`src/rtl/cs_pair_resolve_serial_if.sv`:
```
// Valid/ready bundle between the carry-save tree and the resolver.
// Master drives operands and out_ready; slave is the resolver.
interface cs_pair_resolve_serial_if #(
  parameter int OP_WIDTH  = 64,
  parameter int OUT_WIDTH = 32
);
  logic                 in_valid;
  logic                 in_ready;
  logic [OP_WIDTH-1:0]  in_op0;
  logic [OP_WIDTH-1:0]  in_op1;
  logic                 out_valid;
  logic                 out_ready;
  logic [OUT_WIDTH-1:0] out_sum;
  logic                 out_ovf;

  modport master (
    output in_valid, in_op0, in_op1, out_ready,
    input  in_ready, out_valid, out_sum, out_ovf
  );

  modport slave (
    input  in_valid, in_op0, in_op1, out_ready,
    output in_ready, out_valid, out_sum, out_ovf
  );
endinterface

```
`src/rtl/cs_pair_resolve_serial.sv`:
```
// Segmented carry-propagate resolver for a carry-save operand pair.
// Optional saturation on overflow: define CS_PAIR_RESOLVE_SAT_EN.
module cs_pair_resolve_serial #(
  parameter int OP_WIDTH  = 64,
  parameter int SEG_WIDTH = 16,
  parameter int OUT_WIDTH = 32
) (
  input logic clk,
  input logic rst,
  cs_pair_resolve_serial_if.slave bus
);

  localparam int NSEG = OP_WIDTH / SEG_WIDTH;
  localparam int CW   = (NSEG > 1) ? $clog2(NSEG) : 1;

  if (OP_WIDTH % SEG_WIDTH != 0) begin : g_bad_seg
    $error("SEG_WIDTH must divide OP_WIDTH");
  end
  if (OUT_WIDTH > OP_WIDTH) begin : g_bad_out
    $error("OUT_WIDTH must not exceed OP_WIDTH");
  end

  typedef enum logic [1:0] {IDLE, ADD, HOLD} state_t;

  state_t               state;
  state_t               state_d;
  logic [OP_WIDTH-1:0]  op0;
  logic [OP_WIDTH-1:0]  op1;
  logic [OP_WIDTH-1:0]  sum;
  logic [OP_WIDTH-1:0]  full;
  logic                 carry;
  logic [CW-1:0]        cnt;
  logic [SEG_WIDTH:0]   seg;
  logic                 last;
  int                   lo;
  logic [OP_WIDTH-OUT_WIDTH:0] top;
  logic                 ovf_d;
  logic [OUT_WIDTH-1:0] narrow;
  logic [OUT_WIDTH-1:0] sum_q;
  logic                 ovf_q;

  assign bus.in_ready  = (state == IDLE) && !rst;
  assign bus.out_valid = (state == HOLD);
  assign bus.out_sum   = sum_q;
  assign bus.out_ovf   = ovf_q;

  // Current segment add; full is the sum register with this segment merged,
  // so the narrowed result can be registered on the last ADD edge.
  always_comb begin
    lo   = int'(cnt) * SEG_WIDTH;
    seg  = {1'b0, op0[lo +: SEG_WIDTH]}
         + {1'b0, op1[lo +: SEG_WIDTH]}
         + {{SEG_WIDTH{1'b0}}, carry};
    full = sum;
    full[lo +: SEG_WIDTH] = seg[SEG_WIDTH-1:0];
    last = (cnt == CW'(NSEG - 1));
  end

  // Narrowing: overflow when the discarded top bits are not a sign extension.
  always_comb begin
    top   = full[OP_WIDTH-1:OUT_WIDTH-1];
    ovf_d = !((&top) || (~|top));
`ifdef CS_PAIR_RESOLVE_SAT_EN
    if (ovf_d)
      narrow = full[OP_WIDTH-1] ? {1'b1, {(OUT_WIDTH-1){1'b0}}}
                                : {1'b0, {(OUT_WIDTH-1){1'b1}}};
    else
      narrow = full[OUT_WIDTH-1:0];
`else
    narrow = full[OUT_WIDTH-1:0];
`endif
  end

  // Next-state logic.
  always_comb begin
    state_d = state;
    unique case (state)
      IDLE: if (bus.in_valid && bus.in_ready) state_d = ADD;
      ADD:  if (last) state_d = HOLD;
      HOLD: if (bus.out_ready) state_d = IDLE;
      default: state_d = IDLE;
    endcase
  end

  // State register.
  always_ff @(posedge clk) begin
    if (rst) state <= IDLE;
    else     state <= state_d;
  end

  // Operand latch, per-segment accumulation and held result.
  always_ff @(posedge clk) begin
    if (rst) begin
      op0   <= '0;
      op1   <= '0;
      sum   <= '0;
      carry <= 1'b0;
      cnt   <= '0;
      sum_q <= '0;
      ovf_q <= 1'b0;
    end else begin
      if (state == IDLE && bus.in_valid) begin
        op0   <= bus.in_op0;
        op1   <= bus.in_op1;
        carry <= 1'b0;
        cnt   <= '0;
      end
      if (state == ADD) begin
        sum   <= full;
        carry <= seg[SEG_WIDTH];
        cnt   <= cnt + 1'b1;
        if (last) begin
          sum_q <= narrow;
          ovf_q <= ovf_d;
        end
      end
    end
  end

endmodule

```
`src/flat_wrapper.sv`:
```
// flat-port wrapper written by rule: the top's interface ports become plain ports
module cs_pair_resolve_serial_flat 
#(
  parameter int OP_WIDTH  = 64,
  parameter int SEG_WIDTH = 16,
  parameter int OUT_WIDTH = 32
)
  (clk, rst, bus_in_valid, bus_in_op0, bus_in_op1, bus_out_ready, bus_in_ready, bus_out_valid, bus_out_sum, bus_out_ovf);
  cs_pair_resolve_serial_if #(.OP_WIDTH(OP_WIDTH), .OUT_WIDTH(OUT_WIDTH)) bus_i ();
  input logic clk;
  input logic rst;
  input wire logic [$bits(bus_i.in_valid)-1:0] bus_in_valid;
  input wire logic [$bits(bus_i.in_op0)-1:0] bus_in_op0;
  input wire logic [$bits(bus_i.in_op1)-1:0] bus_in_op1;
  input wire logic [$bits(bus_i.out_ready)-1:0] bus_out_ready;
  output wire logic [$bits(bus_i.in_ready)-1:0] bus_in_ready;
  output wire logic [$bits(bus_i.out_valid)-1:0] bus_out_valid;
  output wire logic [$bits(bus_i.out_sum)-1:0] bus_out_sum;
  output wire logic [$bits(bus_i.out_ovf)-1:0] bus_out_ovf;
  assign bus_i.in_valid = bus_in_valid;
  assign bus_i.in_op0 = bus_in_op0;
  assign bus_i.in_op1 = bus_in_op1;
  assign bus_i.out_ready = bus_out_ready;
  assign bus_in_ready = bus_i.in_ready;
  assign bus_out_valid = bus_i.out_valid;
  assign bus_out_sum = bus_i.out_sum;
  assign bus_out_ovf = bus_i.out_ovf;
  cs_pair_resolve_serial #(.OP_WIDTH(OP_WIDTH), .SEG_WIDTH(SEG_WIDTH), .OUT_WIDTH(OUT_WIDTH)) u_core (.clk(clk), .rst(rst), .bus(bus_i));
endmodule
```
`config.mk`:
```
export PLATFORM = sky130hd
export DESIGN_NAME = cs_pair_resolve_serial_flat
export DESIGN_NICKNAME = d
export VERILOG_FILES = /design/src/rtl/cs_pair_resolve_serial_if.sv /design/src/rtl/cs_pair_resolve_serial.sv /design/src/flat_wrapper.sv
export SDC_FILE = /design/constraint.sdc
export NUM_CORES = 1
export LEC_CHECK = 0
export BUFFER_PORTS_ARGS = -buffer_cell sky130_fd_sc_hd__buf_4
export CAP_MARGIN = 10
export CORE_MARGIN = 1.5
export CORE_UTILIZATION = 45
export CTS_CLUSTER_SIZE = 28
export DETAILED_ROUTE_END_ITERATION = 7
export GPL_ROUTABILITY_DRIVEN = 0
export GPL_TIMING_DRIVEN = 1
export PLACE_DENSITY = 0.66
export SYNTH_ARGS = -nofsm -noshare
export SYNTH_HDL_FRONTEND = slang
export SYNTH_SLANG_ARGS = --single-unit
```
`constraint.sdc`:
```
create_clock -name clk -period 5.84 [get_ports clk]
set_clock_uncertainty 0.15 [all_clocks]
set_input_delay 1.168 -clock clk [delete_from_list [all_inputs] [get_ports clk]]
set_output_delay 1.168 -clock clk [all_outputs]
set_load 0.02 [all_outputs]
```
==> metrics.json <==
{
  "cellInternalPower": {"value": 2.85, "unit": "mW"},
  "timing.hold.worst_path_depth": {"value": 2},
  "path_clk_slew": {"value": 60, "unit": "ps"},
  "leakagePower": {"value": 4.89, "unit": "nW"},
  "worst_r2r_startpoint": {"value": "u_core.cnt[0]"},
  "fin_worst_hold_slack": {"value": 304, "unit": "ps"},
  "via_count": {"value": 9412},
  "grt_pass1_vias": {"value": 8798},
  "worst_hold_end": {"value": "u_core.op1[43]"},
  "worstSetupEndpointType": {"value": "register"},
  "p_seq_frac": {"value": 0.440},
  "antenna_found_initial": {"value": 0},
  "core-area": {"value": 22600, "unit": "um2"},
  "synth.yosys.seq_area_share": {"value": 0.442},
  "post_synth_inst_count": {"value": 1237},
  "final_min_period_over_clock_period": {"value": 0.809},
  "drc_errors": {"value": 0},
  "setup_tns": {"value": 0, "unit": "ps"},
  "cts_inserted_buffers": {"value": 24},
  "rr_worst_depth": {"value": 12},
  "finalWorstSetupSlack": {"value": 1120, "unit": "ps"},
  "clk_path_buf_depth": {"value": 3},
  "vdd_drop_max": {"value": 0.000204, "unit": "V"},
  "p_comb_frac": {"value": 0.145},
  "power.switching_fraction": {"value": 0.262},
  "pin_count": {"value": 167},
  "yosys_most_used_dff": {"value": "dfxtp_1"},
  "post_route_cells_drive_above_1_share": {"value": 0.196},
  "flow.area_growth_from_synthesis": {"value": 21.2, "unit": "%"},
  "post-layout-total-power": {"value": 3.86, "unit": "mW"},
  "synth_area_leaders": {"value": "dfxtp_1, nand2_1, a21oi_1"},
  "placed_cells": {"value": 1606},
  "clock_sink_count": {"value": 230},
  "status": {"value": "completed"},
  "postCtsSetupRepairBufs": {"value": 0},
  "report.final.hold_viol_count": {"value": 0},
  "post_cts_resize_count": {"value": 0},
  "report.final.slew_viol_count": {"value": 0},
  "hold_path.startpoint": {"value": "u_core.op1[43]"},
  "critPathArrivalTime": {"value": 4950, "unit": "ps"},
  "maximum_fanout_count_along_the_critical_path": {"value": 24},
  "route.antenna.remaining_nets": {"value": 0},
  "switchingPower": {"value": 1.01, "unit": "mW"},
  "final_net_count": {"value": 1502},
  "grt.total_usage": {"value": 0.246},
  "min-delay-path-class": {"value": "register to register"},
  "tritoncts": {"value": "done"},
  "diodes": {"value": 0},
  "ys_top_cells_by_count": {"value": "nand2_1, dfxtp_1, a21oi_1, nor2_1, clkbuf_1"},
  "finalSetupViolations": {"value": 0},
  "worstPathRequired": {"value": 6070, "unit": "ps"},
  "yosys.area.top_type": {"value": "dfxtp_1"},
  "routed_wire_length_per_instance": {"value": 18.2, "unit": "um"},
  "detailedRoute.firstIterationViolations": {"value": 718},
  "critical_path.startpoint_type": {"value": "register"},
  "post-synth-top-count-cell": {"value": "nand2_1"},
  "starting_density_of_the_core": {"value": 0.460},
  "syn_area": {"value": 10400, "unit": "um2"},
  "critical_path.reg2reg.endpoint": {"value": "u_core.bus.out_ovf"},
  "fmax": {"value": 0.212, "unit": "GHz"},
  "tightestPinTransition": {"value": 1130, "unit": "ps"},
  "post_synth_num_cell_types": {"value": 69},
  "clkLatencyLatePin": {"value": 520, "unit": "ps"},
  "synth_top_area_frac": {"value": 0.442},
  "synth_edf_count": {"value": 0},
  "synthesis.nets": {"value": 1392},
  "clock_power_share": {"value": 0.415},
  "drt_pre_antenna_iters": {"value": 6},
  "synth.yosys.warnings": {"value": 0},
  "die_h": {"value": 155, "unit": "um"},
  "floorplan.die_area": {"value": 24000, "unit": "um2"},
  "die_width": {"value": 155, "unit": "um"},
  "dp.final_hpwl": {"value": 21000, "unit": "um"},
  "layoutNonFillerInstCount": {"value": 1650},
  "rsz0062_at_grt": {"value": "no"},
  "grt_first_pass_wirelength": {"value": 47300, "unit": "um"},
  "reg2reg_slack": {"value": 1120, "unit": "ps"},
  "dpl_worst_slack": {"value": 1120, "unit": "ps"},
  "yosys_register_bits": {"value": 230},
  "power-per-cell-area": {"value": 306, "unit": "nW/um2"},
  "grt_remaining_overflow": {"value": 0},
  "clockRootBuffer": {"value": "clkbuf_16"},
  "asyncSetResetFlopFracSynth": {"value": 0},
  "worst_slew_margin_rel": {"value": 0.244},
  "h_tree_levels": {"value": 1},
  "cts.hold.buffers_added": {"value": 0},
  "core.rowCount": {"value": 55},
  "period_needed": {"value": 4720, "unit": "ps"},
  "drt-total-wl": {"value": 30100, "unit": "um"},
  "port_buffers": {"value": 166},
  "vias_per_cell": {"value": 5.70},
  "postSynthAreaPerCell": {"value": 8.41, "unit": "um2"},
  "drv_cap": {"value": 0},
  "maximum_number_of_pins_on_one_net_before_global_route_repair": {"value": 108},
  "kind_of_critical_path": {"value": "register to register"}
}
[routing by layer]
layer | global-route usage | share of wire | vias to the layer above
li1 | - | - | 4586
met2 | 0.402 | 0.47 | 349
met4 | 0.0778 | 0.031 | 0
met3 | 0.0312 | 0.061 | 57
met5 | 0 | 0 | -
met1 | 0.338 | 0.44 | 4420
[worst max-delay path, stage by stage, from the launching register on]
cell and delay [ps]:
dfxtp_2 630, buf_4 490, mux4_2 600, ha_1 490, and3_1 240, and3_1 210
a211oi_2 110, xnor2_1 600, a31oi_1 110, a2111oi_2 370, nand4b_1 150, nor4_1 340
o41ai_2 90
[how the worst max path moves through the flow]
stage | start | endpoint | slack [ps]
2_1_floorplan | u_core.cnt[0] | u_core.bus.out_ovf | 1410
3_3_place_gp | u_core.cnt[0] | u_core.bus.out_ovf | 1280
6_report | u_core.cnt[0] | u_core.bus.out_ovf | 1120
3_5_place_dp | u_core.cnt[0] | u_core.bus.out_ovf | 1120
5_1_grt | u_core.cnt[0] | u_core.bus.out_ovf | 770
4_1_cts | u_core.cnt[0] | u_core.bus.out_ovf | 1100
[per-stage QoR]
stage	utilization	instance area, um2
after global routing	0.557	12600
final	0.557	12600
after floorplan	-	10400
after global placement	0.520	11800
after detailed placement	0.520	11800
after CTS	0.557	12600
[registers in the layout (all words and copies together), names as in the netlist]
register	count
u_core.op0	64
u_core.cnt	2
u_core.bus.out_ovf	1
u_core.carry	1
u_core.state	2
u_core.op1	64
u_core.bus.out_sum	32
u_core.sum	64
[placed cells by master (no fill, tap or decap), types with 3 or more instances in the layout]
master and count:
a211o_1 3, a211oi_1 70, a21o_1 6, a21oi_1 152, a22o_1 5, a22oi_1 49
a31oi_1 9, and3_1 7, buf_4 176, bufinv_16 3, clkbuf_1 6, clkbuf_16 25
clkbuf_8 5, clkinv_2 5, dfxtp_1 229, ha_1 21, inv_1 16, mux4_2 32
nand2_1 283, nand2b_1 3, nand3_1 12, nand4_1 8, nor2_1 129, nor2b_1 4
nor3_1 10, nor4_1 9, o21ai_0 18, o22ai_1 4, xnor2_1 5, xor2_1 3
[cell families (layout without fill, tap and decap cells)]
kind of cell	Yosys count	count (layout)	synth area share
adder cells (fa/ha/maj)	23	23	0.0291
buffers and inverters	111	239	0.0405
AO/OA/AOI/OAI	343	343	0.211
XOR/XNOR	10	10	0.00986
flip-flops	230	230	0.442
multiplexers	35	35	0.0724
AND/OR/NAND/NOR	485	485	0.195
[power groups by stage]
| stage | sequential (mW) | combinational, mW | clock, mW |
|---|---|---|---|
| 6_report | 1.70 | 0.558 | 1.60 |
| 5_1_grt | 1.71 | 0.602 | 1.69 |
| 4_1_cts | 1.70 | 0.553 | 1.62 |
| 3_5_place_dp | 1.73 | 0.551 | 0 |
| 3_3_place_gp | 1.73 | 0.545 | 0 |
| 2_1_floorplan | 1.71 | 0.354 | 0 |
[cell type report]
type                       count  area [um2]
clock buffer                  36         717
clock inverter                 8         115
fill                        2089       10000
inverter                      18        67.6
multi-input combinational    896        5410
sequential                   230        4610
tap                          285         357
timing repair buffer         177        1330
No activity file was read; power rests on OpenSTA's default activity.
